<file path="config.mk">
export PLATFORM = sky130hd
export DESIGN_NAME = mem_test_ctrl
export DESIGN_NICKNAME = d
export VERILOG_FILES = /design/src/rtl/mem_test_ctrl.sv
export SDC_FILE = /design/constraint.sdc
export NUM_CORES = 1
export LEC_CHECK = 0
export BUFFER_PORTS_ARGS = -buffer_cell sky130_fd_sc_hd__clkbuf_2
export CAP_MARGIN = 10
export CORE_UTILIZATION = 60
export CTS_BUF_LIST = sky130_fd_sc_hd__clkbuf_4 sky130_fd_sc_hd__clkbuf_8
export DETAILED_ROUTE_END_ITERATION = 8
export PLACE_DENSITY = 0.88
export REMOVE_ABC_BUFFERS = 1
export SKIP_LAST_GASP = 1
export SYNTH_ARGS = -nofsm -noshare
export SYNTH_HDL_FRONTEND = slang
export SYNTH_SLANG_ARGS = --single-unit
</file>
<file path="constraint.sdc">
create_clock -name clock -period 5.95 [get_ports clock]
set_input_delay 0.2975 -clock clock [delete_from_list [all_inputs] [get_ports clock]]
set_output_delay 0.2975 -clock clock [all_outputs]
set_load 0.1 [all_outputs]
</file>
<file path="src/rtl/mem_test_ctrl.sv">
// Self-test controller: writes an address-derived pattern to a RAM, reads it back and counts miscompares.
// Optional MEM_TEST_INVERT_PASS_EN adds a second pass using the bitwise-inverted pattern.
module mem_test_ctrl #(
  parameter int ADDR_WIDTH = 8,
  parameter int DATA_WIDTH = 16
) (
  input  logic                  clock,
  input  logic                  reset_n,
  input  logic                  start,
  output logic                  write_enable,
  output logic [ADDR_WIDTH-1:0] address,
  output logic [DATA_WIDTH-1:0] data_in,
  input  logic [DATA_WIDTH-1:0] data_out,
  output logic                  busy,
  output logic                  done,
  output logic                  pass,
  output logic [ADDR_WIDTH:0]   error_count,
  output logic [ADDR_WIDTH-1:0] first_fail_addr
);

  typedef enum logic [2:0] {IDLE, WRITE, READ, DRAIN, DONE} state_t;

  localparam logic [ADDR_WIDTH-1:0] LAST_ADDR = {ADDR_WIDTH{1'b1}};
  localparam logic [ADDR_WIDTH:0]   ERR_MAX   = {(ADDR_WIDTH+1){1'b1}};

  state_t                  state_r;
  logic [ADDR_WIDTH-1:0]   chk_addr_r;
  logic                    chk_valid_r;
  logic                    mis_s;
  logic [ADDR_WIDTH:0]     err_next_s;
  logic [ADDR_WIDTH-1:0]   ffa_next_s;

  function automatic logic [DATA_WIDTH-1:0] pattern(input logic [ADDR_WIDTH-1:0] a);
    logic [DATA_WIDTH-1:0] p;
    p = DATA_WIDTH'(a);
    return (p << ADDR_WIDTH) | p;
  endfunction

`ifdef MEM_TEST_INVERT_PASS_EN
  logic inv_r;

  function automatic logic [DATA_WIDTH-1:0] phase_pat(input logic [ADDR_WIDTH-1:0] a);
    return inv_r ? ~pattern(a) : pattern(a);
  endfunction
`else
  function automatic logic [DATA_WIDTH-1:0] phase_pat(input logic [ADDR_WIDTH-1:0] a);
    return pattern(a);
  endfunction
`endif

  // Compare the read data against the address issued one cycle earlier.
  always_comb begin
    mis_s      = chk_valid_r && (data_out != phase_pat(chk_addr_r));
    err_next_s = error_count;
    ffa_next_s = first_fail_addr;
    if (mis_s) begin
      if (error_count != ERR_MAX) begin
        err_next_s = error_count + 1'b1;
      end else begin
        err_next_s = error_count;
      end
      if (error_count == {(ADDR_WIDTH+1){1'b0}}) begin
        ffa_next_s = chk_addr_r;
      end else begin
        ffa_next_s = first_fail_addr;
      end
    end else begin
      err_next_s = error_count;
      ffa_next_s = first_fail_addr;
    end
  end

  // Test sequencer with registered RAM and status outputs.
  always_ff @(posedge clock or negedge reset_n) begin
    if (!reset_n) begin
      state_r         <= IDLE;
      write_enable    <= 1'b0;
      address         <= {ADDR_WIDTH{1'b0}};
      data_in         <= {DATA_WIDTH{1'b0}};
      busy            <= 1'b0;
      done            <= 1'b0;
      pass            <= 1'b0;
      error_count     <= {(ADDR_WIDTH+1){1'b0}};
      first_fail_addr <= {ADDR_WIDTH{1'b0}};
      chk_addr_r      <= {ADDR_WIDTH{1'b0}};
      chk_valid_r     <= 1'b0;
`ifdef MEM_TEST_INVERT_PASS_EN
      inv_r           <= 1'b0;
`endif
    end else begin
      case (state_r)
        IDLE, DONE: begin
          if (start) begin
            state_r         <= WRITE;
            write_enable    <= 1'b1;
            address         <= {ADDR_WIDTH{1'b0}};
            data_in         <= pattern({ADDR_WIDTH{1'b0}});
            busy            <= 1'b1;
            done            <= 1'b0;
            pass            <= 1'b0;
            error_count     <= {(ADDR_WIDTH+1){1'b0}};
            first_fail_addr <= {ADDR_WIDTH{1'b0}};
            chk_valid_r     <= 1'b0;
`ifdef MEM_TEST_INVERT_PASS_EN
            inv_r           <= 1'b0;
`endif
          end else begin
            state_r <= state_r;
          end
        end
        WRITE: begin
          if (address == LAST_ADDR) begin
            state_r      <= READ;
            write_enable <= 1'b0;
            address      <= {ADDR_WIDTH{1'b0}};
            data_in      <= {DATA_WIDTH{1'b0}};
          end else begin
            address <= address + 1'b1;
            data_in <= phase_pat(address + 1'b1);
          end
        end
        READ: begin
          error_count     <= err_next_s;
          first_fail_addr <= ffa_next_s;
          chk_valid_r     <= 1'b1;
          chk_addr_r      <= address;
          if (address == LAST_ADDR) begin
            state_r <= DRAIN;
            address <= {ADDR_WIDTH{1'b0}};
          end else begin
            address <= address + 1'b1;
          end
        end
        DRAIN: begin
          error_count     <= err_next_s;
          first_fail_addr <= ffa_next_s;
          chk_valid_r     <= 1'b0;
`ifdef MEM_TEST_INVERT_PASS_EN
          if (!inv_r) begin
            inv_r        <= 1'b1;
            state_r      <= WRITE;
            write_enable <= 1'b1;
            address      <= {ADDR_WIDTH{1'b0}};
            data_in      <= ~pattern({ADDR_WIDTH{1'b0}});
          end else begin
            state_r <= DONE;
            busy    <= 1'b0;
            done    <= 1'b1;
            pass    <= (err_next_s == {(ADDR_WIDTH+1){1'b0}});
          end
`else
          state_r <= DONE;
          busy    <= 1'b0;
          done    <= 1'b1;
          pass    <= (err_next_s == {(ADDR_WIDTH+1){1'b0}});
`endif
        end
        default: begin
          state_r      <= IDLE;
          write_enable <= 1'b0;
          busy         <= 1'b0;
        end
      endcase
    end
  end

endmodule
</file>
=== Yosys cells after proc, flatten, opt, wreduce, memory -nomap -nowiden ===
Cells that the tools add are included.

* Input bits: 19
* Register bits after elaboration: 57
* Word-level logic and storage cells: 75
* Output and inout bits: 45

* Muxes and demuxes: 25
* Equal/unequal tests: 12
* Add/sub/neg operators: 2
* Reduce and logical (&&, ||, !) cells: 21
* Bitwise operators: 4

{| class="wikitable"
|+ Operator list
! cell !! number
|-
| $mux 16 || 2
|-
| $mux 8 || 4
|-
| $or 16x8->16 || 2
|-
| $pmux 16 s2 || 1
|-
| $pmux 8 s2 || 2
|-
| $mux 9 || 3
|-
| $logic_not 9->1 || 2
|-
| $pmux 9 s2 || 1
|-
| $ne 16x16->1 || 1
|-
| $pmux 3 s4 || 1
|-
| $reduce_and 2->1 || 6
|-
| $add 9x1->9 const B || 1
|-
| $mux 3 || 3
|-
| $ne 9x9->1 const B || 1
|-
| $add 8x1->8 const B || 1
|-
| $eq 8x8->1 const B || 1
|-
| $reduce_bool 2->1 || 4
|-
| $eq 3x2->1 const B || 2
|-
| $ne 2x2->1 const B || 3
|-
| $pmux 1 s2 || 3
|-
| $pmux 1 s3 || 2
|-
| $reduce_and 3->1 || 2
|-
| $reduce_or 2->1 || 3
|-
| $ne 2x1->1 const B || 2
|-
| 8 further kinds || 11
|}

=== Logic depth before layout (Yosys ltp) ===
Gate-level depths: netlist of run 1.

* Depth in word-level cells: 6
* Depth in mapped cells: 9
* Depth with buffers taken out: 7

=== Least setup slack after synthesis of run 1 ===
OpenSTA, ideal clock, no wires.

* Path kind: flip-flop to flip-flop
* Start: register error_count[0]
* End: register pass
* Library setup time: 0.095 ns
* Data arrival time: 2.487 ns
* Path slack: 3.367 ns
* Cell stages (with the launch flop): 9
* Required time: 5.855 ns
* Path through: dfrtp_1 ha_1 clkbuf_1 a211o_1 a211oi_1 a32oi_1 o22ai_1 a32oi_1 o31ai_1

* Word-level cells in the longest chain between the ends: 5
* Elaborated cells on any way between the ends: 6
* Those cells by class: add/sub: 1; eq/ne: 1; mux: 3; reduce/logical: 1

{| class="wikitable"
|+ Ends and longest elaborated chain
! element !! RTL line !! RTL
|-
| from (decl) || 17 || <nowiki>output logic [ADDR_WIDTH:0] error_count,</nowiki>
|-
| from (signal assigned) || 83 || <nowiki>error_count <= {(ADDR_WIDTH+1){1'b0}};</nowiki>
|-
| from (signal assigned) || 101 || <nowiki>error_count <= {(ADDR_WIDTH+1){1'b0}};</nowiki>
|-
| from (signal assigned) || 123 || <nowiki>error_count <= err_next_s;</nowiki>
|-
| $add 9x1->9 / $ne 9x9->1 (equally long branches) || 58, 57 ||
|-
| $mux 9 || 57 || <nowiki>if (error_count != ERR_MAX) begin</nowiki>
|-
| $mux 9 (*) || 56 || <nowiki>if (mis_s) begin</nowiki>
|-
| $logic_not 9->1 (*) || 155 || <nowiki>pass <= (err_next_s == {(ADDR_WIDTH+1){1'b0}});</nowiki>
|-
| $pmux 1 s2 (*) || 91 || <nowiki>case (state_r)</nowiki>
|-
| to (signal assigned) || 155 ||
|-
| to (decl) || 16 || <nowiki>output logic pass,</nowiki>
|}

Mark *: on every way between the ends. The rest lies on a longest branch, timed or not.
A chain may end at the register's enable or synchronous reset.

=== Final worst setup path of run 1 ===
Same ends and word-level chain as after synthesis.

==> flow_metrics.tcl, run 1 <==
set metrics [dict create \
    status "finished, final reports clean" \
    setup-tns-final_ns 0 \
    antenna_found_initial 0 \
    report.final.hold_viol_count 0 \
    ant_nets 0 \
    hold_buffers 0 \
    grt_remaining_overflow 0 \
    grt_setup_unrepaired "no" \
    layout-drive-gt1-share 0.218 \
    grt_first_pass_wirelength_mm 9.94 \
    die_width_um 68.9 \
    drt_wl_total_mm 6.13 \
    postCtsSetupRepairBufs 0 \
    insertedDiodeCount 0 \
    yosys_warnings 0 \
    cts_sinks 49 \
    via_per_inst 6.09 \
    worstPathMaxFanout 9 \
    cap_viol_max_count 0 \
    postSynth.asyncResetShare 1.00 \
    critPathTopFamily "compound AO/OA/AOI/OAI gates" \
    cts_max_path_buffers 2 \
    timing.reg2reg.setup_slack_ns 3.75 \
    critPathRequiredTime_ns 6.17 \
    cts.htree.levels 2 \
    type_of_the_tightest_min_delay_check "input port to asynchronous set/reset pin" \
    grt_start_max_net_pins 50 \
    most_frequent_cells_in_the_layout "sky130_fd_sc_hd__clkbuf_2 (63), sky130_fd_sc_hd__dfrtp_1 (49), sky130_fd_sc_hd__nand2_1 (43), sky130_fd_sc_hd__o21ai_0 (31), sky130_fd_sc_hd__nor2_1 (19)" \
    final_nets 370 \
    sequential_element_share_of_the_synthesized_area 0.457 \
    cp_slowest_stage_delay_ns 0.46 \
    io_buffer_count 63 \
    clock_transition_at_the_registers_of_the_reported_paths_ns 0.09 \
    drt-pass1-iter-count 5 \
    slew_margin_rel 0.414 \
    clock_latency_ns 0.30 \
    ios 64 \
    place.detailed.hpwl_mm 4.39 \
    worst-setup-path-type "flip-flop to flip-flop" \
    core_area_um2 4140 \
    globalplace.congestion 0.932 \
    drc_errors 0 \
    finalClockSkew_ns 0.00611 \
    cells_resized_by_post_cts_repair 0 \
    starting_utilization_of_the_core_area 0.648 \
    post_synth.cell_area_avg_um2 8.86 \
    syn-cell-area_um2 2680 \
    worst_endpoint_data_arrival_time_ns 2.42 \
    post_synth_inst_count 303 \
    synth_ff_type "sky130_fd_sc_hd__dfrtp_1" \
    grt_util_overall 0.284 \
    slowest_stage "sky130_fd_sc_hd__dfrtp_1" \
    chipHeight_um 68.9 \
    routed-via-count 2428 \
    cts-root-buf "sky130_fd_sc_hd__clkbuf_8" \
    timing.critical_path.to_type "flip-flop" \
    highest-signal-layer "met4" \
    synth_enable_flop_cells 0 \
    ys_ff_latch 49 \
    design.die.area_um2 4740 \
    finalSetupViolations 0 \
    tritoncts.num_buffers 5 \
    critical_path.n_buffers_inverters 0 \
    mostFrequentLayoutCell "sky130_fd_sc_hd__clkbuf_2" \
    flow.area_growth_from_synthesis_pct 12.6 \
    cts_tree "yes" \
    wl_per_cell_um 15.4 \
    starting_drt_drc_count 258 \
    maxSlewViolCount 0 \
    synth.lib_cells_used.distinct 49 \
    start_kind "flip-flop" \
    met3RoutedLength_um 344 \
    timing.final.crit_share 0.371 \
    met2_wirelength_mm 2.94 \
    fp-row-count 23 \
    first_global_vias 2131 \
    maxClockFrequency_mhz 454 \
    met1Wirelength_mm 2.77 \
    crit_chain "ha_1, a211o_1, a211oi_1, a32oi_1, o22ai_1, a32oi_1, o31ai_1" \
    cp_common_cell "sky130_fd_sc_hd__a32oi_1" \
    timing_worst_slew_pin_value_ns 0.876 \
    final_period_minus_worst_setup_slack_ns 2.20 \
]
## logic make-up after synthesis
family	count (synthesis)	share of synthesized area
and+or+nand+nor	120	0.222
AOI/OAI and AO/OA	76	0.175
DFF	49	0.457
buffers and inverters	38	0.0704
muxes	11	0.0420
xor gates and xnor gates	6	0.0196
adders and majority gates	3	0.0140
## worst paths after layout
check	start	to	cells past startpoint
max reg2reg	error_count[0]$_DFFE_PN0P_	pass$_DFFE_PN0P_	7
min	reset_n	first_fail_addr[0]$_DFFE_PN0P_	2
min in group clock	start	state_r[2]$_DFFE_PN0P_	3
max	error_count[0]$_DFFE_PN0P_	pass$_DFFE_PN0P_	7
max in group asynchronous	reset_n	done$_DFFE_PN0P_	2
min reg2reg	data_in[8]$_DFFE_PN0P_	data_in[8]$_DFFE_PN0P_	2
## metrics by stage
| stage | instance area (um^2) | hold slack [ns] | cells | setup slack [ns] | utilization |
|---|---|---|---|---|---|
| floorplan | 2540 | 0.00191 | 277 | 3.40 | - |
| global placement | 2930 | 0.425 | 391 | 3.84 | 0.706 |
| detailed placement | 2930 | 0.435 | 391 | 3.77 | 0.706 |
| CTS | 3020 | 0.115 | 399 | 3.77 | 0.729 |
| global route | 3020 | 0.148 | 399 | 3.59 | 0.729 |
| finish | 3020 | 0.0881 | 399 | 3.75 | 0.729 |
## synthesized netlist by cell type (3+ instances only)
| cell type | instances | area share |
|---|---|---|
| sky130_fd_sc_hd__nand3_1 | 15 | 0.028 |
| sky130_fd_sc_hd__inv_1 | 12 | 0.017 |
| sky130_fd_sc_hd__nand2b_1 | 8 | 0.019 |
| sky130_fd_sc_hd__nor3_1 | 8 | 0.015 |
| sky130_fd_sc_hd__ha_1 | 3 | 0.014 |
| sky130_fd_sc_hd__and3_1 | 12 | 0.028 |
| sky130_fd_sc_hd__clkbuf_1 | 14 | 0.020 |
| sky130_fd_sc_hd__o22ai_1 | 6 | 0.014 |
| sky130_fd_sc_hd__nor4_1 | 3 | 0.0070 |
| sky130_fd_sc_hd__xnor2_1 | 3 | 0.0098 |
| sky130_fd_sc_hd__nand2_1 | 43 | 0.060 |
| sky130_fd_sc_hd__mux2i_1 | 9 | 0.034 |
| sky130_fd_sc_hd__a211oi_1 | 4 | 0.011 |
| sky130_fd_sc_hd__a21o_1 | 5 | 0.014 |
| sky130_fd_sc_hd__xor2_1 | 3 | 0.0098 |
| sky130_fd_sc_hd__dfrtp_1 | 49 | 0.46 |
| sky130_fd_sc_hd__a21oi_1 | 10 | 0.019 |
| sky130_fd_sc_hd__o21ai_0 | 31 | 0.058 |
| sky130_fd_sc_hd__nor2_1 | 19 | 0.027 |
| sky130_fd_sc_hd__buf_4 | 8 | 0.022 |
## flip-flops by register name, indices dropped and copies added (netlist names)
signal,count
error_count,9
write_enable,1
busy,1
pass,1
address,8
first_fail_addr,8
data_in,8
chk_valid_r,1
chk_addr_r,8
state_r,3
done,1
## cell type report
class | instances | area (um^2)
clock buffer | 6 | 82.6
tap | 50 | 62.6
timing repair buffer | 64 | 323
fill | 341 | 1120
sequential | 49 | 1230
clock inverter | 2 | 13.8
inverter | 12 | 45.0
multi-input combinational | 216 | 1270
## layer usage
| layer | GRT usage | up-vias |
|---|---|---|
| met2 | 0.444 | 102 |
| met3 | 0.0493 | 11 |
| met5 | 0 | - |
| li1 | - | 1162 |
| met4 | 0.107 | 0 |
| met1 | 0.394 | 1153 |
Power of run 1 is left out: the tool's default activity adds up to more than one toggle a clock period on the data nets, which glitch-free logic cannot reach.
==> inputs of run 2 (changes only) <==
CORE_UTILIZATION = 50   (was 60)
PLACE_DENSITY = 0.78   (was 0.88)
clock period = 2 ns   (was 5.95 ns; I/O delays follow)
==> run 2 against run 1 <==
The run now ends with negative setup slack left. Hold slack better by 0.055 ns. Worst setup slack worse by 3.8 ns. Clock skew is 0.0036 ns higher. Flip-flop and latch count stayed put. First-iteration DRC count is 8.9% lower. Register-to-register slack worse by 3.8 ns. Cell area is 10% higher. Maximum frequency is 9.6% higher. Largest cell class unchanged.
==> flow_metrics.tcl, run 2 (synthesized netlist as in run 1, its figures left out) <==
set metrics [dict create \
    chipHeight_um 75.3 \
    ant_nets 0 \
    routed-via-count 2545 \
    critPathRequiredTime_ns 2.22 \
    power.share.switching 0.592 \
    fp-row-count 26 \
    clock_latency_ns 0.30 \
    cap_viol_max_count 0 \
    power_uw 5790 \
    start_kind "flip-flop" \
    switching_power_uw 3430 \
    via_per_inst 5.73 \
    worst_endpoint_data_arrival_time_ns 2.23 \
    slew_margin_rel 0.552 \
    power.ir.vdd_worst_mv 1.86 \
    core_area_um2 5140 \
    ios 64 \
    die_width_um 75.3 \
    worst-setup-path-type "flip-flop to flip-flop" \
    seq_power_share 0.261 \
    grt_remaining_overflow 0 \
    top_register "error_count" \
    report.final.hold_viol_count 0 \
    final_nets 395 \
    starting_utilization_of_the_core_area 0.522 \
    starting_drt_drc_count 235 \
    cts_sinks 49 \
    cts_max_path_buffers 2 \
    antenna_found_initial 0 \
    drt_wl_total_mm 6.78 \
    insertedDiodeCount 0 \
    maxClockFrequency_mhz 497 \
    layout-drive-gt1-share 0.318 \
    mostFrequentLayoutCell "sky130_fd_sc_hd__clkbuf_2" \
    globalplace.congestion 0.889 \
    timing.critical_path.to_type "flip-flop" \
    finalSetupViolations 1 \
    timing_worst_slew_pin_value_ns 0.672 \
    tritoncts.num_buffers 5 \
    fillCellCount 448 \
    drc_errors 0 \
    layout.core_utilization 0.649 \
    p_int_uw 2360 \
    status "complete, but fails checks" \
    grt_first_pass_wirelength_mm 10.4 \
    cts_tree "yes" \
    grt_start_max_net_pins 50 \
    violations "negative setup slack" \
    clock_power_share 0.110 \
    first_global_vias 2196 \
    flip_flop_count_of_the_largest_register_after_layout 9 \
    io_buffer_count 63 \
    cts.htree.levels 2 \
    drt-pass1-iter-count 4 \
    maxSlewViolCount 0 \
    powerDensity_nw_per_um2 1740 \
    flow.area_growth_from_synthesis_pct 24.2 \
    grt_util_overall 0.242 \
    setup_slack_ns -0.0123 \
    total_leakage_power_uw 0.00161 \
    comb_power_share 0.629 \
    design.die.area_um2 5660 \
    clock_transition_at_the_registers_of_the_reported_paths_ns 0.10 \
    finalClockSkew_ns 0.00974 \
    most_frequent_cells_in_the_layout "sky130_fd_sc_hd__clkbuf_2 (63), sky130_fd_sc_hd__dfrtp_1 (49), sky130_fd_sc_hd__nand2_1 (43), sky130_fd_sc_hd__o21ai_0 (31), sky130_fd_sc_hd__buf_4 (25)" \
    type_of_the_tightest_min_delay_check "input port to flip-flop" \
    worstPathMaxFanout 6 \
    cts-root-buf "sky130_fd_sc_hd__clkbuf_8" \
    place.detailed.hpwl_mm 4.70 \
    timing.final.crit_share 1.01 \
    wl_per_cell_um 15.3 \
    grt_setup_unrepaired "yes" \
    final_period_minus_worst_setup_slack_ns 2.01 \
]
-- run 2: changes by cell type in the layout (fill, tap and decap cells not counted), moves of 2 or more --
cell,delta
sky130_fd_sc_hd__a211oi_1,-4
sky130_fd_sc_hd__nor3_2,+7
sky130_fd_sc_hd__o31ai_2,+2
sky130_fd_sc_hd__nor3_1,-7
sky130_fd_sc_hd__a211oi_2,+4
sky130_fd_sc_hd__buf_4,+24
sky130_fd_sc_hd__o31ai_1,-2
-- run 2: worst paths after layout --
check	cells after the start	from	to	slack, ns
setup / recovery	6	chk_addr_r[1]$_DFFE_PN0P_	pass$_DFFE_PN0P_	-0.01
hold / removal	3	start	write_enable$_DFFE_PN0P_	0.14
setup reg to reg	6	chk_addr_r[1]$_DFFE_PN0P_	pass$_DFFE_PN0P_	-0.01
hold reg to reg	2	data_in[11]$_DFFE_PN0P_	data_in[11]$_DFFE_PN0P_	0.52
max in group asynchronous	3	reset_n	done$_DFFE_PN0P_	1.14
min in group asynchronous	3	reset_n	error_count[3]$_DFFE_PN0P_	0.43
-- run 2: routing by layer --
layer / global-route usage / vias up / wire length, um
li1: - / 1213 / -
met1: 0.345 / 1240 / 2990
met2: 0.391 / 81 / 3430
met3: 0.0361 / 11 / 269
met4: 0.0597 / 0 / 89
met5: 0 / - / 0
-- run 2: area by class of cell --
cell class,instances,area (um^2),share of cell area
clock inverter,2,16.3,0.00488
clock buffer,6,82.6,0.0248
multi-input combinational,216,1360,0.409
inverter,12,45.0,0.0135
timing repair buffer,89,513,0.154
tap,70,87.6,0.0263
sequential,49,1230,0.368
-- run 2: through the flow --
stage               area (um^2)  setup TNS [ns]  hold slack (ns)  worst slack, ns  instances
floorplan                  2540           -8.00           -0.196           -0.552        277
global placement           3120          -0.305            0.238          -0.0621        433
detailed placement         3120           -1.13            0.241           -0.140        433
CTS                        3240               0            0.131          0.00326        442
global route               3330          -0.900            0.167           -0.101        444
finish                     3330         -0.0123            0.144          -0.0123        444
-- run 2: what timing repair did --
| action | 4_1_cts | 5_1_grt |
|---|---|---|
| endpoints found under the hold margin | 49 | 0 |
| setup buffers | 0 | 2 |
| resized for setup | 3 | 17 |
| hold buffers | 1 | 0 |
| pin swaps | 1 | 15 |
| endpoints found under the setup margin | 16 | 16 |
-- run 2: worst max-delay path: stages, from the launching register on --
cell                      delay, ns
sky130_fd_sc_hd__dfrtp_1       0.41
sky130_fd_sc_hd__nor3_2        0.15
sky130_fd_sc_hd__o22ai_2       0.12
sky130_fd_sc_hd__or4_4         0.59
sky130_fd_sc_hd__nand3_2       0.12
sky130_fd_sc_hd__mux2_4        0.31
sky130_fd_sc_hd__o31ai_2       0.23
-- run 2: power groups by stage --
stage	logic, uW	registers [uW]	clock network [uW]
2_1_floorplan	946	3290	0
3_3_place_gp	3530	1500	0
3_5_place_dp	3580	1510	0
4_1_cts	3600	1500	648
5_1_grt	3860	1550	686
6_report	3650	1510	635
Power figures use the tool's default switching activity.
